### src/rtl/addsub_pkg.sv
// Shared types for the segmented add/subtract pipeline: opcode encoding,
// per-stage control register layout and opcode decode helpers.
package addsub_pkg;

  typedef enum logic [1:0] {
    ADD  = 2'd0,
    SUB  = 2'd1,
    ADDC = 2'd2,
    SUBB = 2'd3
  } op_e;

  // Control half of a stage register; operand/result data sit beside it
  // because their widths are set by the top-level parameters.
  typedef struct packed {
    logic valid;
    logic carry;
  } stage_ctrl_t;

  function automatic logic op_invert_b(input op_e op);
    return (op == SUB) || (op == SUBB);
  endfunction

  function automatic logic op_carry_in(input op_e op, input logic cin);
    logic c;
    case (op)
      ADD:     c = 1'b0;
      SUB:     c = 1'b1;
      ADDC:    c = cin;
      default: c = ~cin;
    endcase
    return c;
  endfunction

endpackage

### src/rtl/addsub_seg.sv
// One carry-chain segment: SEG-bit add with carry in and carry out.
module addsub_seg #(
  parameter int SEG = 16
) (
  input  logic [SEG-1:0] a_i,
  input  logic [SEG-1:0] b_i,
  input  logic           cin_i,
  output logic [SEG-1:0] sum_o,
  output logic           cout_o
);

  assign {cout_o, sum_o} = {1'b0, a_i} + {1'b0, b_i} + {{SEG{1'b0}}, cin_i};

endmodule

### src/rtl/pipelined_addsub.sv
// W-bit add/subtract split into W/SEG carry-chain stages, one segment per
// stage, with valid/ready flow control and a tag carried alongside each op.
module pipelined_addsub
  import addsub_pkg::*;
#(
  parameter int W    = 64,
  parameter int SEG  = 16,
  parameter int TAGW = 8
) (
  input  logic            clk,
  input  logic            reset_n,
  input  logic            in_valid,
  output logic            in_ready,
  input  logic [1:0]      in_op,
  input  logic [W-1:0]    in_a,
  input  logic [W-1:0]    in_b,
  input  logic            in_cin,
  input  logic [TAGW-1:0] in_tag,
  output logic            out_valid,
  input  logic            out_ready,
  output logic [W-1:0]    out_y,
  output logic [TAGW-1:0] out_tag,
  output logic            out_cout,
  output logic            out_ovf,
  output logic            out_zero
);

  localparam int NSTG = W / SEG;

  if ((W % SEG) != 0) begin : g_param_check
    $error("pipelined_addsub: W (%0d) must be a multiple of SEG (%0d)", W, SEG);
  end

  op_e          op;
  logic [W-1:0] eff_b;
  logic         cin0;
  logic         adv;

  stage_ctrl_t     stg_ctrl [NSTG];
  logic [W-1:0]    stg_a    [NSTG];
  logic [W-1:0]    stg_b    [NSTG];
  logic [W-1:0]    stg_y    [NSTG];
  logic [TAGW-1:0] stg_tag  [NSTG];

  assign op    = op_e'(in_op);
  assign eff_b = op_invert_b(op) ? ~in_b : in_b;
  assign cin0  = op_carry_in(op, in_cin);

  // Whole pipe moves together; it only stops when a finished result is
  // sitting at the output and downstream is not taking it.
  assign out_valid = stg_ctrl[NSTG-1].valid;
  assign adv       = !out_valid || out_ready;
  assign in_ready  = adv;

  for (genvar gi = 0; gi < NSTG; gi++) begin : g_stage
    logic            v_src;
    logic            c_src;
    logic [W-1:0]    a_src;
    logic [W-1:0]    b_src;
    logic [W-1:0]    y_src;
    logic [TAGW-1:0] tag_src;
    logic [SEG-1:0]  seg_sum;
    logic            seg_cout;
    logic [W-1:0]    y_d;
    stage_ctrl_t     ctrl_d;
    stage_ctrl_t     ctrl_q;
    logic [W-1:0]    a_q;
    logic [W-1:0]    b_q;
    logic [W-1:0]    y_q;
    logic [TAGW-1:0] tag_q;

    if (gi == 0) begin : g_head
      assign v_src   = in_valid;
      assign c_src   = cin0;
      assign a_src   = in_a;
      assign b_src   = eff_b;
      assign y_src   = '0;
      assign tag_src = in_tag;
    end else begin : g_body
      assign v_src   = stg_ctrl[gi-1].valid;
      assign c_src   = stg_ctrl[gi-1].carry;
      assign a_src   = stg_a[gi-1];
      assign b_src   = stg_b[gi-1];
      assign y_src   = stg_y[gi-1];
      assign tag_src = stg_tag[gi-1];
    end

    addsub_seg #(
      .SEG (SEG)
    ) u_seg (
      .a_i    (a_src[gi*SEG +: SEG]),
      .b_i    (b_src[gi*SEG +: SEG]),
      .cin_i  (c_src),
      .sum_o  (seg_sum),
      .cout_o (seg_cout)
    );

    always_comb begin
      y_d                  = y_src;
      y_d[gi*SEG +: SEG]   = seg_sum;
    end

    assign ctrl_d.valid = v_src;
    assign ctrl_d.carry = seg_cout;

    always_ff @(posedge clk or negedge reset_n) begin
      if (!reset_n) begin
        ctrl_q <= '0;
      end else if (adv) begin
        ctrl_q <= ctrl_d;
      end
    end

    always_ff @(posedge clk) begin
      if (adv) begin
        a_q   <= a_src;
        b_q   <= b_src;
        y_q   <= y_d;
        tag_q <= tag_src;
      end
    end

    assign stg_ctrl[gi] = ctrl_q;
    assign stg_a[gi]    = a_q;
    assign stg_b[gi]    = b_q;
    assign stg_y[gi]    = y_q;
    assign stg_tag[gi]  = tag_q;
  end

  assign out_y    = stg_y[NSTG-1];
  assign out_tag  = stg_tag[NSTG-1];
  assign out_cout = stg_ctrl[NSTG-1].carry;
  assign out_zero = (out_y == '0);
  // Operand sign bits ride to the end so overflow is judged on the final sum.
  assign out_ovf  = (stg_a[NSTG-1][W-1] == stg_b[NSTG-1][W-1]) &&
                    (out_y[W-1] != stg_a[NSTG-1][W-1]);

  logic unused_operands;
  assign unused_operands = ^{stg_a[NSTG-1][W-2:0], stg_b[NSTG-1][W-2:0]};

endmodule

### config.mk
export PLATFORM = sky130hd
export DESIGN_NAME = pipelined_addsub
export DESIGN_NICKNAME = d
export VERILOG_FILES = /design/src/rtl/addsub_pkg.sv /design/src/rtl/addsub_seg.sv /design/src/rtl/pipelined_addsub.sv
export SDC_FILE = /design/constraint.sdc
export NUM_CORES = 1
export LEC_CHECK = 0
export CAP_MARGIN = 5
export CORE_ASPECT_RATIO = 1.5
export CORE_MARGIN = 3
export CORE_UTILIZATION = 40
export CTS_CLUSTER_SIZE = 25
export DETAILED_ROUTE_END_ITERATION = 16
export REMOVE_ABC_BUFFERS = 1
export SLEW_MARGIN = 40
export SYNTH_ARGS = -nofsm -noshare
export SYNTH_HDL_FRONTEND = slang
export SYNTH_SLANG_ARGS = --single-unit
export TNS_END_PERCENT = 50
### constraint.sdc
create_clock -name clk -period 31.4 [get_ports clk]
set_input_delay 3.14 -clock clk [delete_from_list [all_inputs] [get_ports clk]]
set_output_delay 3.14 -clock clk [all_outputs]
set_load 0.03 [all_outputs]
==> qor.txt, run 1 <==
CP required = 28.26 ns
asr flop ratio synth = 0.0203
DRT antenna net count = 0
area occupied by multi-input gates = 4100 µm²
fin. max-slew vios = 0
VDD IR max = 39.2 µV
CP startpoint kind = input port
commonest non-fill, non-tap cell in the layout = edfxtp_1
# rows = 89
vias in the first global route = 9009
Final min period = 8.18 ns
I/O pin total = 220
layout cells sized above 1 = 0.0668
kind of end point of the critical path = primary output
core area = 39500 µm²
period utilization = 0.261
CTS Sinks = 394
Slew @ Worst Pin = 0.744 ns
EDFF count, synth = 386
worst reg2reg endpoint = g_stage[0].a_q[51]$_DFFE_PP_
hold_sp = g_stage[0].b_q[53]$_DFFE_PP_
Yosys cell types = 66
worst hold path class = flip-flop to flip-flop
Post-CTS Setup Repair Bufs = 0
Rel. slew slack = 0.504
RSZ-0062 raised after global routing = false
CTS tree = yes
initial core utilization = 0.407
worst r2r src = out_valid$_DFFE_PN0P_
Total GRT Usage = 0.146
Root Buffer = clkbuf_16
DP Wirelength = 22900 µm
via count = 8913
DRC Markers = 0
number of port buffers = 219
Yosys warning count = 0
routed wire length = 31800 µm
H-tree depth = 2
GP Congestion = 0.927
Static Leakage = 7.44 nW
Power per Cell Area = 101 nW/µm²
setup_tns = 0 ns
register-to-register setup slack = 28.43 ns
# Max-Cap Violations = 0
Final #Nets = 1454
Finished Core Util = 0.514
Data arrival, critical path = 5.04 ns
final hold violation count = 0
Die Ht = 252 µm
mapped cell area = 16100 µm²
Skew-Pair Late Insertion Delay = 0.53 ns
fmax = 122 MHz
Area growth syn-to-layout = 26.1%
# fillers = 3289
Primary FF master, synth = edfxtp_1
initial antenna violation count = 3
mean number of vias per cell = 5.02
grt ovf = 0
clock skew = 0.0158 ns
endpoints failing setup = 0
r2r worst-path depth = 6
DP Worst Slack = 23.19 ns
most frequent cells in the layout = 386 x edfxtp_1, 218 x clkdlybuf4s50_1, 79 x xor2_1
Register Area = 11800 µm²
clk slew on worst S/H paths = 0.06 ns
Num CTS Buffers = 40
DIE AREA = 42800 µm²
DRT Pass-1 Iters = 5
CTS max path bufs = 3
post-CTS sizing = 0
Avg WL per Cell = 17.9 µm
die width = 170 µm
Syn Area/Cell = 16.2 µm²
status = completed
largest net degree at the start of global routing = 89
first-pass GRT wire length = 48700 µm
post-synthesis sequential area ratio = 0.732
kind of critical path = input port to primary output
cell count after synthesis = 996
Hold Crit Depth = 0
Max FO, Critical Path = 78
Yosys reg bits = 394
final setup margin = 23.22 ns
Hold Buf Count CTS = 0
iteration-0 DRC count of the detailed router = 667
Worst Hold Path EP = g_stage[1].b_q[53]$_DFFE_PP_
-- worst max-delay path by stage --
stage | from | end | slack (ns) | cells after the start
after floorplan | out_ready | g_stage[0].a_q[16]$_DFFE_PP_ | 17.29 | 2
after global placement | out_ready | in_ready | 23.21 | 5
after detailed placement | out_ready | in_ready | 23.19 | 5
after CTS | out_ready | in_ready | 23.19 | 5
after global routing | out_ready | in_ready | 23.11 | 5
final | out_ready | in_ready | 23.22 | 5
-- cell families (layout without fill, tap and decap cells) --
logic type | Yosys count | count (layout) | synth area share
XOR/XNOR | 109 | 109 | 0.0593
adder cells (fa/ha/maj) | 68 | 68 | 0.0566
AO/OA/AOI/OAI | 190 | 190 | 0.0817
buffers and inverters | 56 | 333 | 0.0140
flip-flops | 394 | 394 | 0.732
AND/OR/NAND/NOR | 178 | 178 | 0.0556
multiplexers | 1 | 1 | 0.000622
other | 0 | 1 | 0
-- layout make-up --
cell class,instances,area share
Clock inverter,25,0.0158
Inverter,34,0.00666
Clock buffer,47,0.0516
Timing Repair Buffer,227,0.113
Tap cell,500,0.0308
Antenna cell,1,0.000123
Sequential cell,394,0.581
Multi-Input combinational cell,546,0.202
-- worst max-delay path, stage by stage --
cell,delay (ns)
clkdlybuf4s50_1,0.48
nor2b_2,0.04
buf_4,0.19
inv_8,0.40
clkdlybuf4s50_1,0.77
-- through the flow --
step	power (mW)	area [µm²]	cells	hold slack (ns)
floorplan	1.36	16000	974	0.400
global placement	1.55	18900	1699	0.401
detailed placement	1.57	18900	1700	0.405
CTS	2.07	20300	1772	0.413
global route	2.15	20300	1774	0.419
finish	2.04	20300	1774	0.408
-- where the power goes --
| group | internal (mW) | switching [mW] | leakage, nW |
|---|---|---|---|
| Sequential | 0.852 | 0.0771 | 4.01 |
| Clock | 0.291 | 0.195 | 0.637 |
| Combinational | 0.245 | 0.381 | 2.79 |
-- layer usage --
metal / vias up / wire length (µm) / track usage
met5: - / 24 / 0
met4: 4 / 1090 / 0.0629
met3: 54 / 1960 / 0.0364
met2: 248 / 17000 / 0.264
met1: 4250 / 11800 / 0.163
li1: 4357 / - / -
-- cells in the mapped netlist, types with 3 or more instances --
cell type | n | area share
a211o_1 | 6 | 0.0033
a211oi_1 | 12 | 0.0056
a21o_1 | 17 | 0.0079
a21oi_1 | 40 | 0.012
a31oi_1 | 5 | 0.0019
and3_1 | 4 | 0.0016
buf_2 | 12 | 0.0037
clkbuf_1 | 10 | 0.0023
dfrtp_1 | 8 | 0.012
edfxtp_1 | 386 | 0.72
fa_1 | 8 | 0.0099
ha_1 | 60 | 0.047
inv_1 | 33 | 0.0077
nand2_1 | 37 | 0.0086
nand2b_1 | 10 | 0.0039
nand3_1 | 12 | 0.0037
nand4_1 | 10 | 0.0039
nor2_1 | 48 | 0.011
nor2b_1 | 5 | 0.0019
nor3_1 | 13 | 0.0040
nor4_1 | 20 | 0.0078
o2111ai_1 | 5 | 0.0027
o211ai_1 | 11 | 0.0051
o21a_1 | 13 | 0.0061
o21ai_0 | 28 | 0.0087
o21bai_1 | 6 | 0.0028
o311ai_0 | 5 | 0.0027
o31ai_1 | 7 | 0.0033
o41ai_1 | 3 | 0.0016
or2_2 | 3 | 0.0012
or3_1 | 3 | 0.0012
xnor2_1 | 30 | 0.016
xor2_1 | 79 | 0.043
-- sequential cells by signal (all words and copies together), names as in the netlist --
register,cells
g_stage.a_q,97
g_stage.b_q,97
g_stage.c_src,3
g_stage.tag_q,24
g_stage.v_src,3
g_stage.y_q,96
out_cout,1
out_tag,8
out_valid,1
out_y,64
Power figures use the tool's default switching activity.
==> run 2, diff against run 1 <==
Clock period 31.4 ns to 7.5 ns, I/O delays scaled along.
==> run 2 against run 1 <==
Against the previous run: combinational power rose to 4.1 times the previous value; largest power group unchanged; largest cell class unchanged; wire length up 2.6%; final cell count barely moved; via count is 0.74% higher; register-to-register slack worse by 24 ns; highest routed layer unchanged; final area decreased by 0.84%; sequential cell count unchanged; critical path depth shrank 1; sequential share of layout area is 0.49 points higher.
==> qor.txt, run 2 (synthesis results as in run 1) <==
H-tree depth = 2 (unchanged)
DP Worst Slack = 3.71 ns (-19.48 ns)
routed wl met2 = 17300 µm (+2.0%)
Final min period = 3.56 ns
fin. max-slew vios = 0 (unchanged)
iteration-0 DRC count of the detailed router = 638 (-4.3%)
core area = 39500 µm² (unchanged)
final setup margin = 3.94 ns (-19.28 ns)
Power per Cell Area = 416 nW/µm² (+310%)
final hold violation count = 0 (unchanged)
Clk pwr share = 0.225 (-0.013)
DP Wirelength = 23400 µm (+2.4%)
# fillers = 3293 (+0.12%)
Data arrival, critical path = 2.81 ns (-2.23 ns)
DRT antenna net count = 0 (unchanged)
worst r2r src = out_valid$_DFFE_PN0P_
cell chain of the critical path = clkdlybuf4s50_1 > nor2b_2 > inv_8 > clkdlybuf4s50_1
layout cells sized above 1 = 0.0606 (-0.00614)
routed wire length = 32700 µm (+2.6%)
Slew @ Worst Pin = 0.791 ns (+0.0471 ns)
worst hold path class = flip-flop to flip-flop
RSZ-0062 raised after global routing = false
Rel. slew slack = 0.473 (-0.0314)
kind of end point of the critical path = primary output
commonest non-fill, non-tap cell in the layout = edfxtp_1
fmax = 281 MHz
# rows = 89 (unchanged)
internal power = 5.68 mW (+310%)
die width = 170 µm (unchanged)
Setup crit start = out_ready
VDD IR max = 139 µV (+250%)
Hold Buf Count CTS = 0 (unchanged)
kind of critical path = input port to primary output
# Max-Cap Violations = 0 (unchanged)
DRT Pass-1 Iters = 4 (-1)
Total GRT Usage = 0.150 (+0.00375)
Static Leakage = 7.39 nW (-0.75%)
post-CTS sizing = 0 (unchanged)
sw frac = 0.322 (+0.00221)
mean number of vias per cell = 5.06 (+0.80%)
hold_sp = g_stage[1].y_q[13]$_DFFE_PP_
most frequent cells in the layout = 386 x edfxtp_1, 218 x clkdlybuf4s50_1, 79 x xor2_1
status = completed
Largest stage delay, worst path = 0.73 ns (-0.04 ns)
clk slew on worst S/H paths = 0.06 ns (about the same)
Max stage delay cell, worst path = clkdlybuf4s50_1
vias in the first global route = 9060 (+0.57%)
DRC Markers = 0 (unchanged)
DIE AREA = 42800 µm² (unchanged)
Root Buffer = clkbuf_16
grt ovf = 0 (unchanged)
period utilization = 0.475
most used cell, CP = clkdlybuf4s50_1
Avg WL per Cell = 18.4 µm (+2.7%)
number of port buffers = 219 (unchanged)
Post-CTS Setup Repair Bufs = 0 (unchanged)
CP startpoint kind = input port
I/O pin total = 220 (unchanged)
Final #Nets = 1452 (-0.14%)
combinational share of power = 0.310 (+0.003)
initial antenna violation count = 5 (+2)
sequential power share = 0.465 (+0.010)
hold_ws = 0.408 ns (+0.000119 ns)
via count = 8979 (+0.74%)
switching power total = 2.70 mW (+310%)
CTS max path bufs = 3 (unchanged)
highest routed metal layer = met5
CTS Sinks = 394 (unchanged)
CTS tree = yes
Die Ht = 252 µm (unchanged)
met1 WL = 12300 µm (+4.4%)
Skew-Pair Late Insertion Delay = 0.52 ns (about the same)
Area growth syn-to-layout = 25.0%
setup_tns = 0 ns (unchanged)
GP Congestion = 0.907 (-2.2%)
first-pass GRT wire length = 49500 µm (+1.6%)
Finished Core Util = 0.509 (-0.00431)
endpoints failing setup = 0 (unchanged)
initial core utilization = 0.407 (unchanged)
largest net degree at the start of global routing = 98 (+10%)
Num CTS Buffers = 40 (unchanged)
clock skew = 0.0163 ns (+0.000486 ns)
CP required = 6.75 ns (-21.51 ns)
Max FO, Critical Path = 70 (-10%)
met3 wire len = 1860 µm (-5.1%)
Largest regs = g_stage.a_q: 97 flops, g_stage.b_q: 97 flops, g_stage.y_q: 96 flops
-- run 2: cell types whose count changed in the layout (fill, tap and decap cells not counted), sizes merged --
| cell | previous run | this run |
|---|---|---|
| clkbuf | 47 | 53 |
| clkinv | 8 | 14 |
| clkinvlp | 8 | 3 |
| bufinv | 6 | 2 |
| buf | 9 | 6 |
| inv | 37 | 34 |
| diode | 1 | 3 |
-- run 2: layout make-up --
type                            count  area [µm²]  share of cell area
Multi-Input combinational cell    546        4090               0.203
Timing Repair Buffer              225        2240               0.111
Sequential cell                   394       11800               0.586
Antenna cell                        3        7.51            0.000373
Tap cell                          500         626              0.0311
Clock inverter                     19         154             0.00764
Clock buffer                       52        1090              0.0540
Inverter                           34         135             0.00671
-- run 2: final timing paths --
path / depth (start not counted) / slack (ns) / endpoint
max: 4 / 3.94 / in_ready
min: 0 / 0.41 / g_stage[2].y_q[13]$_DFFE_PP_
max reg2reg: 4 / 4.83 / g_stage[1].b_q[59]$_DFFE_PP_
min reg2reg: 0 / 0.41 / g_stage[2].y_q[13]$_DFFE_PP_
max in group asynchronous: 1 / 6.64 / g_stage[3].c_src$_DFFE_PN0P_
min in group asynchronous: 1 / 0.54 / g_stage[1].v_src$_DFFE_PN0P_
-- run 2: through the flow --
stage / instances / cell area [µm²] / power [mW]
CTS: 1770 / 20100 / 8.50
detailed placement: 1699 / 18900 / 6.58
floorplan: 974 / 16000 / 5.71
finish: 1773 / 20100 / 8.38
global route: 1772 / 20100 / 8.85
global placement: 1699 / 18900 / 6.52
-- run 2: power by group through the flow --
stage	Combinational, mW	Clock [mW]	Sequential [mW]
floorplan	1.30	0	4.41
global placement	2.59	0	3.93
detailed placement	2.62	0	3.96
CTS	2.63	1.95	3.92
global route	2.83	2.03	3.98
finish	2.60	1.88	3.90
-- run 2: layer usage --
| metal | track usage | up-vias |
|---|---|---|
| met5 | 0 | - |
| met4 | 0.0620 | 4 |
| met3 | 0.0370 | 67 |
| met2 | 0.272 | 243 |
| met1 | 0.167 | 4318 |
| li1 | - | 4347 |
-- run 2: critical path: cells and delay by family --
kind / cells / cell delay, ns
buffers and inverters: 3 / 1.50
AND/OR/NAND/NOR: 1 / 0.51
